[src/rtl/miner_host_master.sv]
// miner_host_master
//   Avalon-MM master that loads one mining job into the miner CSR slave
//   (clear control, 8 target words, 19 header words, start pulse), polls the
//   status word until the miner reports complete, optionally reads the found
//   nonce, and offers the outcome on a ready/valid result port.
//
// Ports
//   clk, rst            clock, synchronous active-high reset
//   job_valid/ready     job handshake; job_msg (608b header) and
//                       job_target (256b) are latched on acceptance
//   result_valid/ready  result handshake; result_found, result_nonce,
//                       result_err held stable while result_valid is high
//   busy                high in every state except IDLE
//   m_*                 Avalon-MM master (no waitrequest, read data valid
//                       exactly one cycle after m_read)
//
// Build option
//   MINER_HOST_TIMEOUT_EN  when defined, give up after TIMEOUT_POLLS status
//                          reads that see complete = 0, clear the control
//                          word and report result_err = 1.
module miner_host_master #(
    parameter int unsigned POLL_INTERVAL = 16,
    parameter int unsigned STATUS_ADDR   = 30,
    parameter int unsigned NONCE_ADDR    = 31,
    parameter int unsigned TIMEOUT_POLLS = 65535
) (
    input  logic         clk,
    input  logic         rst,
    input  logic         job_valid,
    output logic         job_ready,
    input  logic [607:0] job_msg,
    input  logic [255:0] job_target,
    output logic         result_valid,
    input  logic         result_ready,
    output logic         result_found,
    output logic [31:0]  result_nonce,
    output logic         result_err,
    output logic         busy,
    output logic [4:0]   m_address,
    output logic [31:0]  m_writedata,
    output logic         m_write,
    output logic         m_read,
    output logic         m_chipselect,
    input  logic [31:0]  m_readdata
);

    typedef enum logic [3:0] {
        IDLE, CLR, WR_TGT, WR_MSG, START, WAIT, POLL_RD, POLL_CHK,
        NONCE_RD, NONCE_CHK, TO_CLR, DONE
    } state_t;

    localparam logic [7:0] WAIT_LAST = 8'(POLL_INTERVAL - 1);

    state_t            state, nextState;
    logic [7:0]        cnt;
    logic [7:0][31:0]  tgtWords;
    logic [18:0][31:0] msgWords;
    logic              resFound;
    logic [31:0]       resNonce;

`ifdef MINER_HOST_TIMEOUT_EN
    localparam logic [15:0] TIMEOUT_LAST = 16'(TIMEOUT_POLLS - 1);
    logic [15:0] pollCnt;
    logic        resErr;
`endif

    always_comb begin
        nextState = state;
        unique case (state)
            IDLE:      if (job_valid) nextState = CLR;
            CLR:       nextState = WR_TGT;
            WR_TGT:    if (cnt == 8'd7) nextState = WR_MSG;
            WR_MSG:    if (cnt == 8'd18) nextState = START;
            START:     nextState = WAIT;
            WAIT:      if (cnt == WAIT_LAST) nextState = POLL_RD;
            POLL_RD:   nextState = POLL_CHK;
            POLL_CHK: begin
                if (m_readdata[0]) begin
                    nextState = m_readdata[1] ? NONCE_RD : DONE;
                end else begin
`ifdef MINER_HOST_TIMEOUT_EN
                    nextState = (pollCnt == TIMEOUT_LAST) ? TO_CLR : WAIT;
`else
                    nextState = WAIT;
`endif
                end
            end
            NONCE_RD:  nextState = NONCE_CHK;
            NONCE_CHK: nextState = DONE;
            TO_CLR:    nextState = DONE;
            DONE:      if (result_ready) nextState = IDLE;
            default:   nextState = IDLE;
        endcase
    end

    always_comb begin
        m_address   = '0;
        m_writedata = '0;
        m_write     = 1'b0;
        m_read      = 1'b0;
        unique case (state)
            CLR, TO_CLR: begin
                m_write   = 1'b1;
                m_address = 5'd1;
            end
            WR_TGT: begin
                m_write     = 1'b1;
                m_address   = 5'd2 + cnt[4:0];
                m_writedata = tgtWords[cnt[2:0]];
            end
            WR_MSG: begin
                m_write     = 1'b1;
                m_address   = 5'd11 + cnt[4:0];
                m_writedata = msgWords[cnt[4:0]];
            end
            START: begin
                m_write     = 1'b1;
                m_address   = 5'd1;
                m_writedata = 32'h3;
            end
            POLL_RD: begin
                m_read    = 1'b1;
                m_address = 5'(STATUS_ADDR);
            end
            NONCE_RD: begin
                m_read    = 1'b1;
                m_address = 5'(NONCE_ADDR);
            end
            default: ;
        endcase
    end

    assign m_chipselect = m_write | m_read;
    assign job_ready    = (state == IDLE);
    assign busy         = (state != IDLE);
    assign result_valid = (state == DONE);
    assign result_found = resFound;
    assign result_nonce = resNonce;

    always_ff @(posedge clk) begin
        if (rst) begin
            state    <= IDLE;
            cnt      <= '0;
            resFound <= 1'b0;
            resNonce <= '0;
`ifdef MINER_HOST_TIMEOUT_EN
            pollCnt  <= '0;
            resErr   <= 1'b0;
`endif
        end else begin
            state <= nextState;
            // One shared counter: restarts on every state change, so it
            // indexes words in the write states and times the poll gap in WAIT.
            cnt   <= (nextState == state) ? cnt + 8'd1 : '0;

            if (state == IDLE && job_valid) begin
                tgtWords <= job_target;
                msgWords <= job_msg;
                resFound <= 1'b0;
                resNonce <= '0;
`ifdef MINER_HOST_TIMEOUT_EN
                resErr   <= 1'b0;
`endif
            end
            if (state == POLL_CHK && m_readdata[0] && !m_readdata[1]) begin
                resFound <= 1'b0;
                resNonce <= '0;
            end
            if (state == NONCE_CHK) begin
                resFound <= 1'b1;
                resNonce <= m_readdata;
            end
`ifdef MINER_HOST_TIMEOUT_EN
            if (state == START) pollCnt <= '0;
            if (state == POLL_CHK && !m_readdata[0]) pollCnt <= pollCnt + 16'd1;
            if (state == POLL_CHK && nextState == TO_CLR) begin
                resErr   <= 1'b1;
                resFound <= 1'b0;
                resNonce <= '0;
            end
`endif
        end
    end

`ifdef MINER_HOST_TIMEOUT_EN
    assign result_err = resErr;
`else
    // Timeout logic absent: TIMEOUT_POLLS has no effect and result_err stays low.
    assign result_err = (TIMEOUT_POLLS == 0) ? 1'b0 : 1'b0;
`endif

endmodule

[config.mk]
export PLATFORM = sky130hd
export DESIGN_NAME = miner_host_master
export DESIGN_NICKNAME = d
export VERILOG_FILES = /design/src/rtl/miner_host_master.sv
export SDC_FILE = /design/constraint.sdc
export NUM_CORES = 1
export LEC_CHECK = 0
export CORE_AREA = 2 2 376 378
export DETAILED_ROUTE_END_ITERATION = 8
export DIE_AREA = 0 0 378 380
export SLEW_MARGIN = 0
export SYNTH_ARGS = -nofsm -noshare
export SYNTH_HDL_FRONTEND = slang
export SYNTH_SLANG_ARGS = --single-unit
[constraint.sdc]
create_clock -name clk -period 41.5 [get_ports clk]
set_clock_uncertainty 0.1 [all_clocks]
set_input_delay 4.15 -clock clk [delete_from_list [all_inputs] [get_ports clk]]
set_output_delay 4.15 -clock clk [all_outputs]
set_load 0.005 [all_outputs]
**After elaboration in Yosys (flattened, before gate mapping)**

Cells that the tools add are included.

- Flip-flop bits (word level): 909
- Output and inout port bits: 77
- Bits of input ports: 900

- Add/sub/neg operators: 3
- Order comparisons: 2
- Mux-type cells: 22
- Bitwise gates (word level): 3
- Equality and inequality tests: 15
- Reduce and logical (&&, ||, !) cells: 13

Operator list:

| operator | count |
|---|---|
| $bmux 32 s5 | 1 |
| $mux 32 | 5 |
| $bmux 32 s3 | 1 |
| $pmux 32 s3 | 1 |
| $pmux 4 s11 | 1 |
| $pmux 5 s5 | 1 |
| $mux 4 | 6 |
| $eq 4x3->1 const B | 4 |
| $eq 4x4->1 const B | 4 |
| $add 8x1->8 const B | 1 |
| $eq 4x2->1 const B | 2 |
| $eq 8x3->1 const B | 1 |
| $eq 8x4->1 const B | 1 |
| $eq 8x5->1 const B | 1 |
| $lt 5x6->1 const B | 1 |
| $reduce_or 2->1 | 3 |
| $add 2x5->5 const A | 1 |
| $add 4x5->5 const A | 1 |
| $mux 1 | 5 |
| $reduce_or 5->1 | 1 |
| $eq 4x1->1 const B | 1 |
| $eq 4x4->1 | 1 |
| $logic_not 4->1 | 1 |
| $lt 3x4->1 const B | 1 |
| 9 further kinds | 12 |

**Logic depth before layout (Yosys ltp)**

- Word-level depth: 6
- Mapped depth: 12
- Gate-level depth less buffers: 8

**Least setup slack after synthesis**

No wires, ideal clock.

- Path type: input to register
- Start point: in rst
- End point: reg msgWords[0] in the netlist's numbering (enable)
- Required time: 39.282 ns
- Arrival: 40.117 ns
- Stages: 2
- Slack: -0.835 ns
- Cells stage by stage: clkbuf_1 -> nor2_1

- Cells in the longest elaborated chain, start to end: 2

RTL lines:

| item | RTL line | text |
|---|---|---|
| start, declared | 28 | `input logic rst,` |
| $not 1->1 (no source line) | n/a |  |
| $reduce_and 2->1 (no source line) | n/a |  |
| end signal, assigned | 158 | `msgWords <= job_msg;` |
| end, declared | 57 | `logic [18:0][31:0] msgWords;` |

No other way between the ends.
A chain may end at the register's enable or synchronous reset.

**Worst setup path in the final report**

- Start point: in job_valid
- End point: reg msgWords[221] in the netlist's numbering (enable)

- Cells in the longest elaborated chain, start to end: 2

RTL lines:

| item | RTL line | text |
|---|---|---|
| start, declared | 29 | `input logic job_valid,` |
| $logic_and 1x1->1 | 156 | `if (state == IDLE && job_valid) begin` |
| $reduce_and 2->1 (no source line) | n/a |  |

No other way between the ends.

==> results.json <==
{
  "dpl.hpwl_um": 96300,
  "initial_core_util_pct": 25.20,
  "clkLatencyLatePin_ns": 0.71,
  "core_sq_um": 139200,
  "numPortBuffers": 975,
  "status": "finished clean",
  "cpMostUsedCell": "buf_4",
  "leakagePower_nw": 15.81,
  "cp_max_fo": 84,
  "synthesis.area_sq_um": 35070,
  "critPathSlowestCell": "buf_4",
  "arrival_ns": 9.92,
  "tns_ns": 0,
  "fp.dieH_um": 380,
  "place_congestion": 0.8128,
  "startpoint_type": "input port",
  "relSlewSlack_pct": 24.06,
  "avgSynthCellArea_sq_um": 19.80,
  "post_cts_resized": 0,
  "fmax_mhz": 103.0,
  "cap_violations": 0,
  "cts_hold_buf": 0,
  "ys_warn_count": 0,
  "regToRegStartpoint": "state[0]$_SDFF_PP0_",
  "finalCritPeriodShare_pct": 23.40,
  "cp_slowest_stage_delay_ns": 0.93,
  "cts_tree": "built",
  "p_per_area_nw_per_um2": 44.38,
  "drc": 0,
  "required_ns": 41.71,
  "cp-end-kind": "register",
  "cp_cell_sequence": "clkdlybuf4s50_1 -> nand2_1 -> nor2_4 -> buf_4 -> buf_4 -> buf_4 -> buf_4 -> buf_4",
  "dr.pass1.iters": 5,
  "die_w_um": 378,
  "ff2ff_setup_slack_ns": 34.67,
  "min_path_type": "reg -> reg",
  "r2r_cells": 9,
  "numCtsBuffers": 99,
  "timing_worst_setup_path_type": "in -> reg",
  "setup_viol": 0,
  "via_per_inst": 4.485,
  "cts_max_level": 3,
  "synth.area.top_cells": "edfxtp_1, mux4_2, mux2i_1",
  "crit_end": "msgWords[221]$_DFFE_PP_",
  "post_cts_buffers": 0,
  "die-area_sq_um": 143600,
  "fin_cells": 4748,
  "drt-total-wl_um": 128200,
  "final_hold_viol_count": 0,
  "root_buffer": "clkbuf_16",
  "drive_gt1_share_pct": 13.14,
  "globalRouteOverflowTotal": 0,
  "drt-initial-drc-count": 1671,
  "period_needed_ns": 9.710,
  "num_vias": 21290,
  "grt_pass1_vias": 22510,
  "clockBufferDepth": 3,
  "synth_nets": 2676,
  "syn_inst": 1771,
  "io_pins": 977,
  "worst_pin_slew_ns": 1.139,
  "final_antenna_net_count": 0,
  "grt_usage_pct": 17.39,
  "dp.cells": 4548,
  "grt_pass1_wl_um": 173900,
  "avgRoutedWirePerCell_um": 27.01,
  "ir_worst_vdd_v": 0.00003280,
  "clk_pin_slew_ns": 0.06,
  "antenna_found_initial": 44,
  "yosysSeqAreaShare_pct": 76.55,
  "report.final.slew_viol_count": 0,
  "cp-startpoint": "job_valid",
  "area_growth_pct": 43.67,
  "nets": 3678,
  "synth_cell_types": 49,
  "synth_top_cell_area_share_pct": 73.98,
  "clock-sinks": 909,
  "rsz0062_at_grt": "false",
  "rr_endpoint": "msgWords[221]$_DFFE_PP_",
  "grt_max_degree": 97,
  "synth_seq_cells": 909,
  "synth_largest_area_cell": "edfxtp_1",
  "num_rows": 137
}
==> worst max-delay path, delay by kind of cell <==
kind | cells | cell delay, ns
buffers and inverters | 6 | 4.58
and+or+nand+nor | 2 | 0.90
==> where the power goes <==
group | leakage, nW | total [mW] | switching [mW] | internal, mW
Sequential | 8.37 | 1.08 | 0.0178 | 1.06
Clock | 1.58 | 0.894 | 0.377 | 0.516
Combinational | 5.86 | 0.261 | 0.113 | 0.147
==> cells in the final DEF (no fill, tap or decap), types with 2 or more instances in the layout <==
cell,n
a21oi_1,72
a221o_1,22
a221oi_1,43
a221oi_2,3
a22oi_1,24
and3_1,3
buf_4,33
bufinv_16,10
clkbuf_1,21
clkbuf_16,102
clkdlybuf4s50_1,974
clkinv_1,23
clkinv_16,4
clkinv_2,13
clkinvlp_4,3
dfxtp_1,41
dfxtp_4,3
diode_2,19
edfxtp_1,864
ha_1,5
inv_1,6
inv_6,4
mux2_2,22
mux2i_1,131
mux4_2,158
nand2_1,80
nand2b_1,5
nand3_1,40
nand4_1,4
nor2_1,20
nor2_4,4
nor2b_1,4
nor3_1,11
nor3b_1,2
o21ai_0,52
o221ai_1,12
o22ai_1,2
or2_2,3
xnor2_1,4
xor2_1,4
==> how the worst min path moves through the flow <==
stage	slack, ns	startpoint	to	cells after the start
after floorplan	0.36	result_nonce[0]$_SDFFE_PP0P_	result_nonce[0]$_SDFFE_PP0P_	2
after global placement	0.35	result_nonce[24]$_SDFFE_PP0P_	result_nonce[24]$_SDFFE_PP0P_	2
after detailed placement	0.36	result_nonce[20]$_SDFFE_PP0P_	result_nonce[20]$_SDFFE_PP0P_	2
after CTS	0.37	result_nonce[20]$_SDFFE_PP0P_	result_nonce[20]$_SDFFE_PP0P_	2
after global routing	0.38	result_nonce[22]$_SDFFE_PP0P_	result_nonce[22]$_SDFFE_PP0P_	2
final	0.37	result_nonce[17]$_SDFFE_PP0P_	result_nonce[17]$_SDFFE_PP0P_	2
==> layer usage <==
metal	vias up	wire, um	global-route usage [%]
met3	164	9516	4.714
met1	10880	46770	19.36
li1	9372	-	-
met5	-	197	0
met4	28	2696	4.833
met2	849	69060	32.15
==> synthesized netlist by cell type (all sizes together) <==
| library cell | instances |
|---|---|
| or4 | 1 |
| nor2 | 24 |
| o22ai | 2 |
| o21a | 1 |
| and2 | 1 |
| o32ai | 1 |
| a211oi | 1 |
| a2111oi | 1 |
| nand4bb | 1 |
| o21ai | 53 |
| a221o | 22 |
| ha | 5 |
| nand2b | 5 |
| nor3b | 3 |
| a221oi | 46 |
| edfxtp | 864 |
| a31oi | 1 |
| xnor2 | 5 |
| a22oi | 24 |
| o21bai | 1 |
| conb | 1 |
| o221ai | 12 |
| nor4 | 1 |
| mux2 | 22 |
| clkbuf | 61 |
| inv | 7 |
| xor2 | 4 |
| mux4 | 158 |
| nand3 | 40 |
| or2 | 3 |
| dfxtp | 45 |
| nor3 | 12 |
| nand2 | 80 |
| a21o | 1 |
| nor2b | 5 |
| buf | 47 |
| and3 | 3 |
| mux2i | 131 |
| a21oi | 72 |
| nand4 | 4 |
==> kinds of logic after synthesis <==
| kind of cell | share of synthesized area, % |
|---|---|
| other cells | 0.01069 |
| mux | 14.59 |
| flops | 76.55 |
| simple gates | 2.412 |
| compound gates | 4.628 |
| buf+inv | 1.381 |
| xor+xnor | 0.2462 |
| fa+ha+maj | 0.1784 |
==> registers in the layout, summed over array words and instances, names as in the netlist <==
name,cells
state,4
tgtWords,256
msgWords,608
cnt,8
result_found,1
result_nonce,32
==> area by class of cell <==
cell class,instances,area (sq um)
fillers,13100,88810
flip-flops and latches,909,26860
repair buffers,1009,10020
multi-input cells,747,7795
clock buffers,124,2645
well taps,1876,2347
clock inverters,57,640.6
diodes,19,47.55
inverters,7,27.53
==> stage by stage <==
step | hold slack (ns) | setup slack [ns] | util, % | cell area [sq um] | total power [mW]
3_5_place_dp | 0.3584 | 31.02 | 33.80 | 47050 | 1.364
4_1_cts | 0.3668 | 31.82 | 36.16 | 50340 | 2.261
2_1_floorplan | 0.3642 | 13.96 | - | 35070 | 1.257
5_1_grt | 0.3808 | 31.36 | 36.19 | 50370 | 2.312
6_report | 0.3665 | 31.79 | 36.20 | 50380 | 2.236
3_3_place_gp | 0.3528 | 31.22 | 33.80 | 47040 | 1.362
(Power assumes the default switching activity.)
